$ cat config.mk
export PLATFORM = sky130hd
export DESIGN_NAME = state_unpack_mask_share_flat
export DESIGN_NICKNAME = d
export VERILOG_FILES = /design/src/rtl/state_unpack_mask_share_if.sv /design/src/rtl/state_unpack_mask_share.sv /design/src/flat_wrapper.sv
export SDC_FILE = /design/constraint.sdc
export NUM_CORES = 1
export LEC_CHECK = 0
export ABC_AREA = 1
export ABC_CLOCK_PERIOD_IN_PS = 2700
export CAP_MARGIN = 20
export CORE_MARGIN = 4
export CORE_UTILIZATION = 51
export CTS_BUF_LIST = sky130_fd_sc_hd__clkbuf_8 sky130_fd_sc_hd__clkbuf_16
export CTS_CLUSTER_SIZE = 40
export DETAILED_ROUTE_END_ITERATION = 10
export PLACE_DENSITY = 0.9
export SLEW_MARGIN = 20
export SYNTH_ARGS = -nofsm -noshare
export SYNTH_HDL_FRONTEND = slang
export SYNTH_SLANG_ARGS = --single-unit
$ cat constraint.sdc
create_clock -name clk -period 2.7 [get_ports clk]
set_clock_uncertainty 0.2 [all_clocks]
set_input_delay 0.405 -clock clk [delete_from_list [all_inputs] [get_ports clk]]
set_output_delay 0.405 -clock clk [all_outputs]
set_load 0.05 [all_outputs]
$ cat src/rtl/state_unpack_mask_share_if.sv
// Stream bundle between the coefficient unpacker, the mask RNG and the share-pair consumer.
// Master drives coefficients, RNG word, clear and downstream ready; slave returns shares and status.
interface state_unpack_mask_share_if #(
    parameter int COEFF_SZ = 16,
    parameter int IDX_W    = 8
);
    logic                clr;
    logic [COEFF_SZ-1:0] rand_in;
    logic [COEFF_SZ-1:0] in_coeff;
    logic                in_valid;
    logic                in_ready;
    logic [COEFF_SZ-1:0] out_share0;
    logic [COEFF_SZ-1:0] out_share1;
    logic                out_valid;
    logic                out_ready;
    logic                out_last;
    logic [IDX_W-1:0]    out_idx;
    logic                err_range;

    modport master (
        output clr, rand_in, in_coeff, in_valid, out_ready,
        input  in_ready, out_share0, out_share1, out_valid, out_last, out_idx, err_range
    );

    modport slave (
        input  clr, rand_in, in_coeff, in_valid, out_ready,
        output in_ready, out_share0, out_share1, out_valid, out_last, out_idx, err_range
    );
endinterface

$ cat src/rtl/state_unpack_mask_share.sv
// Splits each coefficient c into arithmetic shares mod 3329: share1 = r, share0 = (c - r) mod Q.
// Two register stages (accept -> out_valid two cycles later); a stalled output freezes both stages.
module state_unpack_mask_share #(
    parameter int COEFF_SZ = 16,
    parameter int N_COEFFS = 256,
    parameter int WARMUP   = 8,
    localparam int IDX_W   = $clog2(N_COEFFS)
) (
    input  logic                      clk,
    input  logic                      rst_n,
    state_unpack_mask_share_if.slave  bus
);
    localparam logic [11:0] Q12    = 12'd3329;
    localparam logic [12:0] Q13    = 13'd3329;
    localparam int          WCNT_W = $clog2(WARMUP + 1);

    logic [WCNT_W-1:0] warm_cnt;
    logic              warm;
    logic              adv;
    logic              accept;
    logic [11:0]       c_raw;
    logic              c_oor;
    logic [11:0]       c_red;

    logic              s1_valid;
    logic [11:0]       s1_c;
    logic [10:0]       s1_r;
    logic [12:0]       diff;
    logic [12:0]       sh0_next;

    logic              s2_valid;
    logic [11:0]       s2_sh0;
    logic [10:0]       s2_sh1;
    logic [IDX_W-1:0]  idx;
    logic              err;

    // Only the low 12 coefficient bits and low 11 RNG bits carry information.
    logic unused_bits;
    assign unused_bits = ^{bus.in_coeff[COEFF_SZ-1:12], bus.rand_in[COEFF_SZ-1:11]};

    // Warmup counter saturates at WARMUP; only rst_n restarts it, clr leaves it alone.
    assign warm = (warm_cnt == WCNT_W'(WARMUP));

    always_ff @(posedge clk or negedge rst_n) begin
        if (!rst_n)
            warm_cnt <= '0;
        else if (!warm)
            warm_cnt <= warm_cnt + 1'b1;
    end

    assign adv          = !s2_valid || bus.out_ready;
    assign bus.in_ready = warm && adv && !bus.clr;
    assign accept       = bus.in_valid && bus.in_ready;

    assign c_raw = bus.in_coeff[11:0];
    assign c_oor = (c_raw >= Q12);
    assign c_red = c_oor ? (c_raw - Q12) : c_raw;

    // Stage 1: reduced coefficient and the RNG word sampled on the accept edge.
    always_ff @(posedge clk or negedge rst_n) begin
        if (!rst_n) begin
            s1_valid <= 1'b0;
            s1_c     <= '0;
            s1_r     <= '0;
        end else if (bus.clr) begin
            s1_valid <= 1'b0;
        end else if (adv) begin
            s1_valid <= accept;
            if (accept) begin
                s1_c <= c_red;
                s1_r <= bus.rand_in[10:0];
            end
        end
    end

    // A negative difference wraps in 13 bits; adding Q brings it back into [0, Q-1].
    assign diff     = {1'b0, s1_c} - {2'b00, s1_r};
    assign sh0_next = diff[12] ? (diff + Q13) : diff;

    always_ff @(posedge clk or negedge rst_n) begin
        if (!rst_n) begin
            s2_valid <= 1'b0;
            s2_sh0   <= '0;
            s2_sh1   <= '0;
        end else if (bus.clr) begin
            s2_valid <= 1'b0;
        end else if (adv) begin
            s2_valid <= s1_valid;
            if (s1_valid) begin
                s2_sh0 <= sh0_next[11:0];
                s2_sh1 <= s1_r;
            end
        end
    end

    // clr wins over a coincident output handshake, so that transfer is not counted.
    always_ff @(posedge clk or negedge rst_n) begin
        if (!rst_n)
            idx <= '0;
        else if (bus.clr)
            idx <= '0;
        else if (s2_valid && bus.out_ready)
            idx <= (idx == IDX_W'(N_COEFFS - 1)) ? '0 : idx + 1'b1;
    end

    always_ff @(posedge clk or negedge rst_n) begin
        if (!rst_n)
            err <= 1'b0;
        else if (accept && c_oor)
            err <= 1'b1;
    end

    assign bus.out_valid  = s2_valid;
    assign bus.out_share0 = {{(COEFF_SZ-12){1'b0}}, s2_sh0};
    assign bus.out_share1 = {{(COEFF_SZ-11){1'b0}}, s2_sh1};
    assign bus.out_idx    = idx;
    assign bus.out_last   = s2_valid && (idx == IDX_W'(N_COEFFS - 1));
    assign bus.err_range  = err;
endmodule

$ cat src/flat_wrapper.sv
// flat-port wrapper written by rule: the top's interface ports become plain ports
module state_unpack_mask_share_flat 
#(
    parameter int COEFF_SZ = 16,
    parameter int N_COEFFS = 256,
    parameter int WARMUP   = 8,
    localparam int IDX_W   = $clog2(N_COEFFS)
)
  (clk, rst_n, bus_clr, bus_rand_in, bus_in_coeff, bus_in_valid, bus_out_ready, bus_in_ready, bus_out_share0, bus_out_share1, bus_out_valid, bus_out_last, bus_out_idx, bus_err_range);
  state_unpack_mask_share_if #(.COEFF_SZ(COEFF_SZ), .IDX_W(8)) bus_i ();
  input  logic clk;
  input  logic rst_n;
  input wire logic [$bits(bus_i.clr)-1:0] bus_clr;
  input wire logic [$bits(bus_i.rand_in)-1:0] bus_rand_in;
  input wire logic [$bits(bus_i.in_coeff)-1:0] bus_in_coeff;
  input wire logic [$bits(bus_i.in_valid)-1:0] bus_in_valid;
  input wire logic [$bits(bus_i.out_ready)-1:0] bus_out_ready;
  output wire logic [$bits(bus_i.in_ready)-1:0] bus_in_ready;
  output wire logic [$bits(bus_i.out_share0)-1:0] bus_out_share0;
  output wire logic [$bits(bus_i.out_share1)-1:0] bus_out_share1;
  output wire logic [$bits(bus_i.out_valid)-1:0] bus_out_valid;
  output wire logic [$bits(bus_i.out_last)-1:0] bus_out_last;
  output wire logic [$bits(bus_i.out_idx)-1:0] bus_out_idx;
  output wire logic [$bits(bus_i.err_range)-1:0] bus_err_range;
  assign bus_i.clr = bus_clr;
  assign bus_i.rand_in = bus_rand_in;
  assign bus_i.in_coeff = bus_in_coeff;
  assign bus_i.in_valid = bus_in_valid;
  assign bus_i.out_ready = bus_out_ready;
  assign bus_in_ready = bus_i.in_ready;
  assign bus_out_share0 = bus_i.out_share0;
  assign bus_out_share1 = bus_i.out_share1;
  assign bus_out_valid = bus_i.out_valid;
  assign bus_out_last = bus_i.out_last;
  assign bus_out_idx = bus_i.out_idx;
  assign bus_err_range = bus_i.err_range;
  state_unpack_mask_share #(.COEFF_SZ(COEFF_SZ), .N_COEFFS(N_COEFFS), .WARMUP(WARMUP)) u_core (.clk(clk), .rst_n(rst_n), .bus(bus_i));
endmodule
==> flow_results.xml <==
<?xml version="1.0" encoding="UTF-8"?>
<metrics>
  <group name="timing">
    <metric name="final.min_clock_period" unit="ns">2.436</metric>
    <metric name="final.hold.worst_slack" unit="ns">0.2825</metric>
    <metric name="slew_viol_final" unit="">0</metric>
    <metric name="fin_crit_sh" unit="">0.9022</metric>
    <metric name="grt_setup_unrepaired" unit="">false</metric>
    <metric name="finalHoldViolations" unit="">0</metric>
    <metric name="report.final.setup_viol" unit="">0</metric>
    <metric name="transition_time_of_the_tightest_slew_check_pin" unit="ns">0.6348</metric>
    <metric name="maxClockFrequency" unit="MHz">410.5</metric>
    <metric name="setup_total_negative_slack" unit="ns">0</metric>
    <metric name="max-slew-margin-rel" unit="">0.5768</metric>
  </group>
  <group name="outcome">
    <metric name="run_status" unit="">complete, no violations</metric>
  </group>
  <group name="worst_setup_path">
    <metric name="timing.critical_path.from_type" unit="">flop</metric>
    <metric name="path_max_fanout" unit="">5</metric>
    <metric name="timing.critical_path.max_delay_family" unit="">simple AND/OR/NAND/NOR gates</metric>
    <metric name="required" unit="ns">2.74</metric>
    <metric name="crit_chain" unit="">inv_1 -&gt; ha_1 -&gt; inv_1 -&gt; fa_2 -&gt; xor2_2 -&gt; nand3_2 -&gt; nor2_2 -&gt; nand3_1 -&gt; nand2_2 -&gt; nand3_1 -&gt; nand3_1 -&gt; nand2_1</metric>
    <metric name="timing.reg2reg.worst_path_depth" unit="">12</metric>
    <metric name="cp.arrival" unit="ns">2.47</metric>
    <metric name="critPathMaxStageDelay" unit="ns">0.39</metric>
    <metric name="type_of_the_worst_setup_path" unit="">flop to flop</metric>
    <metric name="timing.critical_path.mode_cell" unit="">nand3_1</metric>
    <metric name="cp.buffers_inverters" unit="">2</metric>
    <metric name="crit_path_top_delay_cell" unit="">fa_2</metric>
    <metric name="crit_cells" unit="">12</metric>
    <metric name="critical_path.endpoint_type" unit="">flop</metric>
  </group>
  <group name="synthesis">
    <metric name="synth_area_leader_cell" unit="">dfrtp_1</metric>
    <metric name="synth.avg_cell_area" unit="sq um">7.701</metric>
    <metric name="postSynthRegisterBits" unit="">61</metric>
    <metric name="synth.yosys.seq_area_share" unit="">0.4045</metric>
    <metric name="synthDistinctLibCells" unit="">40</metric>
    <metric name="synth_edf_count" unit="">0</metric>
    <metric name="post_synth_main_area_contributors" unit="">dfrtp_1 (40%), nand2_1 (13%), inv_1 (6.3%)</metric>
    <metric name="synthesis.instances" unit="">490</metric>
    <metric name="yosysWarningCount" unit="">0</metric>
    <metric name="postSynth.asyncResetShare" unit="">1.000</metric>
    <metric name="synth_flop_cell" unit="">dfrtp_1</metric>
    <metric name="synth_largest_type_area_fraction" unit="">0.4045</metric>
    <metric name="post_synth_instance_area" unit="sq mm">0.003774</metric>
  </group>
  <group name="die">
    <metric name="core" unit="sq mm">0.007214</metric>
    <metric name="die_h" unit="um">94.02</metric>
    <metric name="dieWidth" unit="um">94.02</metric>
    <metric name="core.rowCount" unit="">31</metric>
    <metric name="initial_utilization" unit="">0.5231</metric>
    <metric name="ioPinCount" unit="">81</metric>
    <metric name="die_area" unit="sq mm">0.008840</metric>
  </group>
  <group name="route">
    <metric name="routed-via-count" unit="">3340</metric>
    <metric name="drt-wirelength-per-cell" unit="um">12.63</metric>
    <metric name="remaining_antenna_violation_count" unit="">0</metric>
    <metric name="first_iter_violations" unit="">144</metric>
    <metric name="route.detailed.vias_per_inst" unit="">5.023</metric>
    <metric name="drt_drc_violations_left" unit="">0</metric>
    <metric name="postRouteWirelength" unit="mm">8.402</metric>
    <metric name="drt_first_pass_iters" unit="">4</metric>
  </group>
  <group name="grt">
    <metric name="grt.overflow.total" unit="">0</metric>
    <metric name="gr-usage-all-layers" unit="">0.2094</metric>
    <metric name="number_of_antenna_violations_at_the_first_check_in_global_routing" unit="">0</metric>
    <metric name="grt_pass1_vias" unit="">3307</metric>
    <metric name="grt_max_degree" unit="">35</metric>
    <metric name="grt_first_pass_wirelength" unit="mm">14.64</metric>
  </group>
  <group name="clocking">
    <metric name="tritoncts" unit="">yes</metric>
    <metric name="htreeDepth" unit="">3</metric>
    <metric name="cts_setup_buffers" unit="">0</metric>
    <metric name="cts_sinks" unit="">61</metric>
    <metric name="ctsLongestPathBuffers" unit="">2</metric>
    <metric name="number_of_cts_inserted_buffers" unit="">9</metric>
    <metric name="clock_tree.root_cell" unit="">clkbuf_8</metric>
    <metric name="cts.reportedPaths.clkPinSlew" unit="ns">0.07</metric>
    <metric name="clkLatencyLatePin" unit="ns">0.35</metric>
  </group>
  <group name="worst_hold_path">
    <metric name="hold-path-cell-count" unit="">2</metric>
    <metric name="hold_class" unit="">flop to flop</metric>
  </group>
  <group name="layout">
    <metric name="area_growth" unit="%">25.96</metric>
    <metric name="fin_util" unit="">0.6589</metric>
    <metric name="nNetsFinal" unit="">616</metric>
    <metric name="antenna_cells" unit="">0</metric>
    <metric name="post_route_cells_drive_above_1_share" unit="">0.1184</metric>
  </group>
  <group name="job">
    <metric name="cap_viol_max_count" unit="">0</metric>
  </group>
  <group name="pwr">
    <metric name="pwr_density_cell" unit="mW/mm^2">859.9</metric>
    <metric name="vdd.ir_drop.worst" unit="uV">336.2</metric>
    <metric name="power.leakage" unit="nW">2.314</metric>
  </group>
  <group name="placed_design">
    <metric name="hpwlAfterDp" unit="mm">6.651</metric>
    <metric name="place.port_buffers" unit="">62</metric>
    <metric name="globalplace.congestion" unit="">0.8960</metric>
  </group>
</metrics>
-- area by class of cell --
| type | count | area (sq um) |
|---|---|---|
| clock buffer | 11 | 151.4 |
| clock inverter | 5 | 106.4 |
| fill | 616 | 2461 |
| inverter | 71 | 266.5 |
| multi-input combinational | 348 | 1881 |
| sequential | 61 | 1526 |
| tap | 99 | 123.9 |
| timing repair buffer | 70 | 698.2 |
-- tightest hold or removal path, cell delays in order, from the launching register on --
cell     delay, ns
dfrtp_1       0.34
nand2_1       0.05
nand2_1       0.05
-- cell families after synthesis --
logic type | synth area share
compound gates | 0.1074
xor+xnor | 0.02752
fa+ha+maj | 0.06167
buf+inv | 0.1058
flops | 0.4045
other cells | 0.0009937
simple gates | 0.2921
-- power breakdown --
part           leakage (nW)  internal [mW]  switching (mW)
sequential            0.759           1.09          0.0969
clock                 0.126          0.665           0.366
combinational          1.43          0.626            1.24
total                  2.31           2.38            1.71
-- synthesized netlist by cell type, types with 2 or more instances --
| cell type | n |
|---|---|
| nand2_1 | 134 |
| nand3_1 | 30 |
| or2_1 | 2 |
| a31oi_1 | 8 |
| o21ai_0 | 25 |
| ha_1 | 17 |
| nand2_4 | 3 |
| xnor2_1 | 4 |
| or2_0 | 2 |
| nor2_2 | 5 |
| inv_1 | 63 |
| buf_1 | 2 |
| nand2_2 | 9 |
| nor3_2 | 3 |
| o31ai_1 | 2 |
| o21bai_1 | 2 |
| nand4_1 | 5 |
| buf_2 | 2 |
| a22oi_1 | 2 |
| dfrtp_1 | 61 |
| nor2_1 | 32 |
| a21oi_1 | 14 |
| nand3_2 | 5 |
| nor3_1 | 3 |
| buf_4 | 12 |
| inv_2 | 8 |
| xor2_1 | 6 |
| o21ai_1 | 17 |
-- path summary, 6_finish.rpt --
kind                                    from                     to  slack, ns
min                        u_core.s2_sh0[10]      u_core.s2_sh0[10]       0.28
min in group asynchronous              rst_n  u_core.bus.out_idx[2]       0.42
min reg2reg                u_core.s2_sh0[10]      u_core.s2_sh0[10]       0.28
max reg2reg                   u_core.s1_c[0]       u_core.s2_sh0[9]       0.26
max                           u_core.s1_c[0]       u_core.s2_sh0[9]       0.26
max in group asynchronous              rst_n         u_core.s1_c[9]       1.28
-- metrics by stage --
stage / instances / setup slack (ns) / total power [mW] / area (sq um)
after floorplan: 498 / 0.02134 / 2.550 / 3804
after global placement: 648 / 0.1413 / 3.010 / 4483
after detailed placement: 648 / 0.05740 / 3.073 / 4483
after CTS: 665 / 0.1814 / 4.114 / 4751
after global routing: 665 / 0.06700 / 4.352 / 4753
final: 665 / 0.2641 / 4.087 / 4753
-- layout by cell type (no fill, tap or decap), types with 4 or more instances in the layout --
| cell | Yosys | routed |
|---|---|---|
| a21oi_1 | 14 | 14 |
| inv_1 | 63 | 63 |
| nand3_1 | 30 | 30 |
| conb_1 | 1 | 9 |
| xnor2_1 | 4 | 4 |
| nand2_1 | 134 | 134 |
| ha_1 | 17 | 17 |
| clkbuf_8 | 1 | 11 |
| nor2_1 | 32 | 32 |
| dfrtp_1 | 61 | 61 |
| nand4_1 | 5 | 5 |
| a31oi_1 | 8 | 8 |
| inv_2 | 8 | 8 |
| nand2_2 | 9 | 9 |
| nand3_2 | 5 | 5 |
| o21ai_0 | 25 | 25 |
| buf_4 | 12 | 7 |
| nor2_2 | 5 | 5 |
| clkdlybuf4s50_1 | 0 | 59 |
| xor2_1 | 6 | 6 |
| o21ai_1 | 17 | 17 |
-- sequential cells by signal, indices dropped and copies added (netlist names), 4 cells and up --
name                cells
u_core.s2_sh1          11
u_core.s1_c            12
u_core.bus.out_idx      8
u_core.s1_r            11
u_core.s2_sh0          12
u_core.warm_cnt         4
-- routing by layer --
metal	wire [um]	up-vias	track usage
met5	0	-	0
met4	117	0	0.06980
met3	499	12	0.05929
met2	4308	89	0.3690
met1	3476	1549	0.2436
li1	-	1690	-
-- timing repair --
| item | in CTS | in global routing |
|---|---|---|
| hold buffers | 1 | 0 |
| resized for setup | 0 | 1 |
| hold endpoints to repair | 27 | 0 |
| endpoints found under the setup margin | 0 | 2 |
No activity file was read; power rests on OpenSTA's default activity.
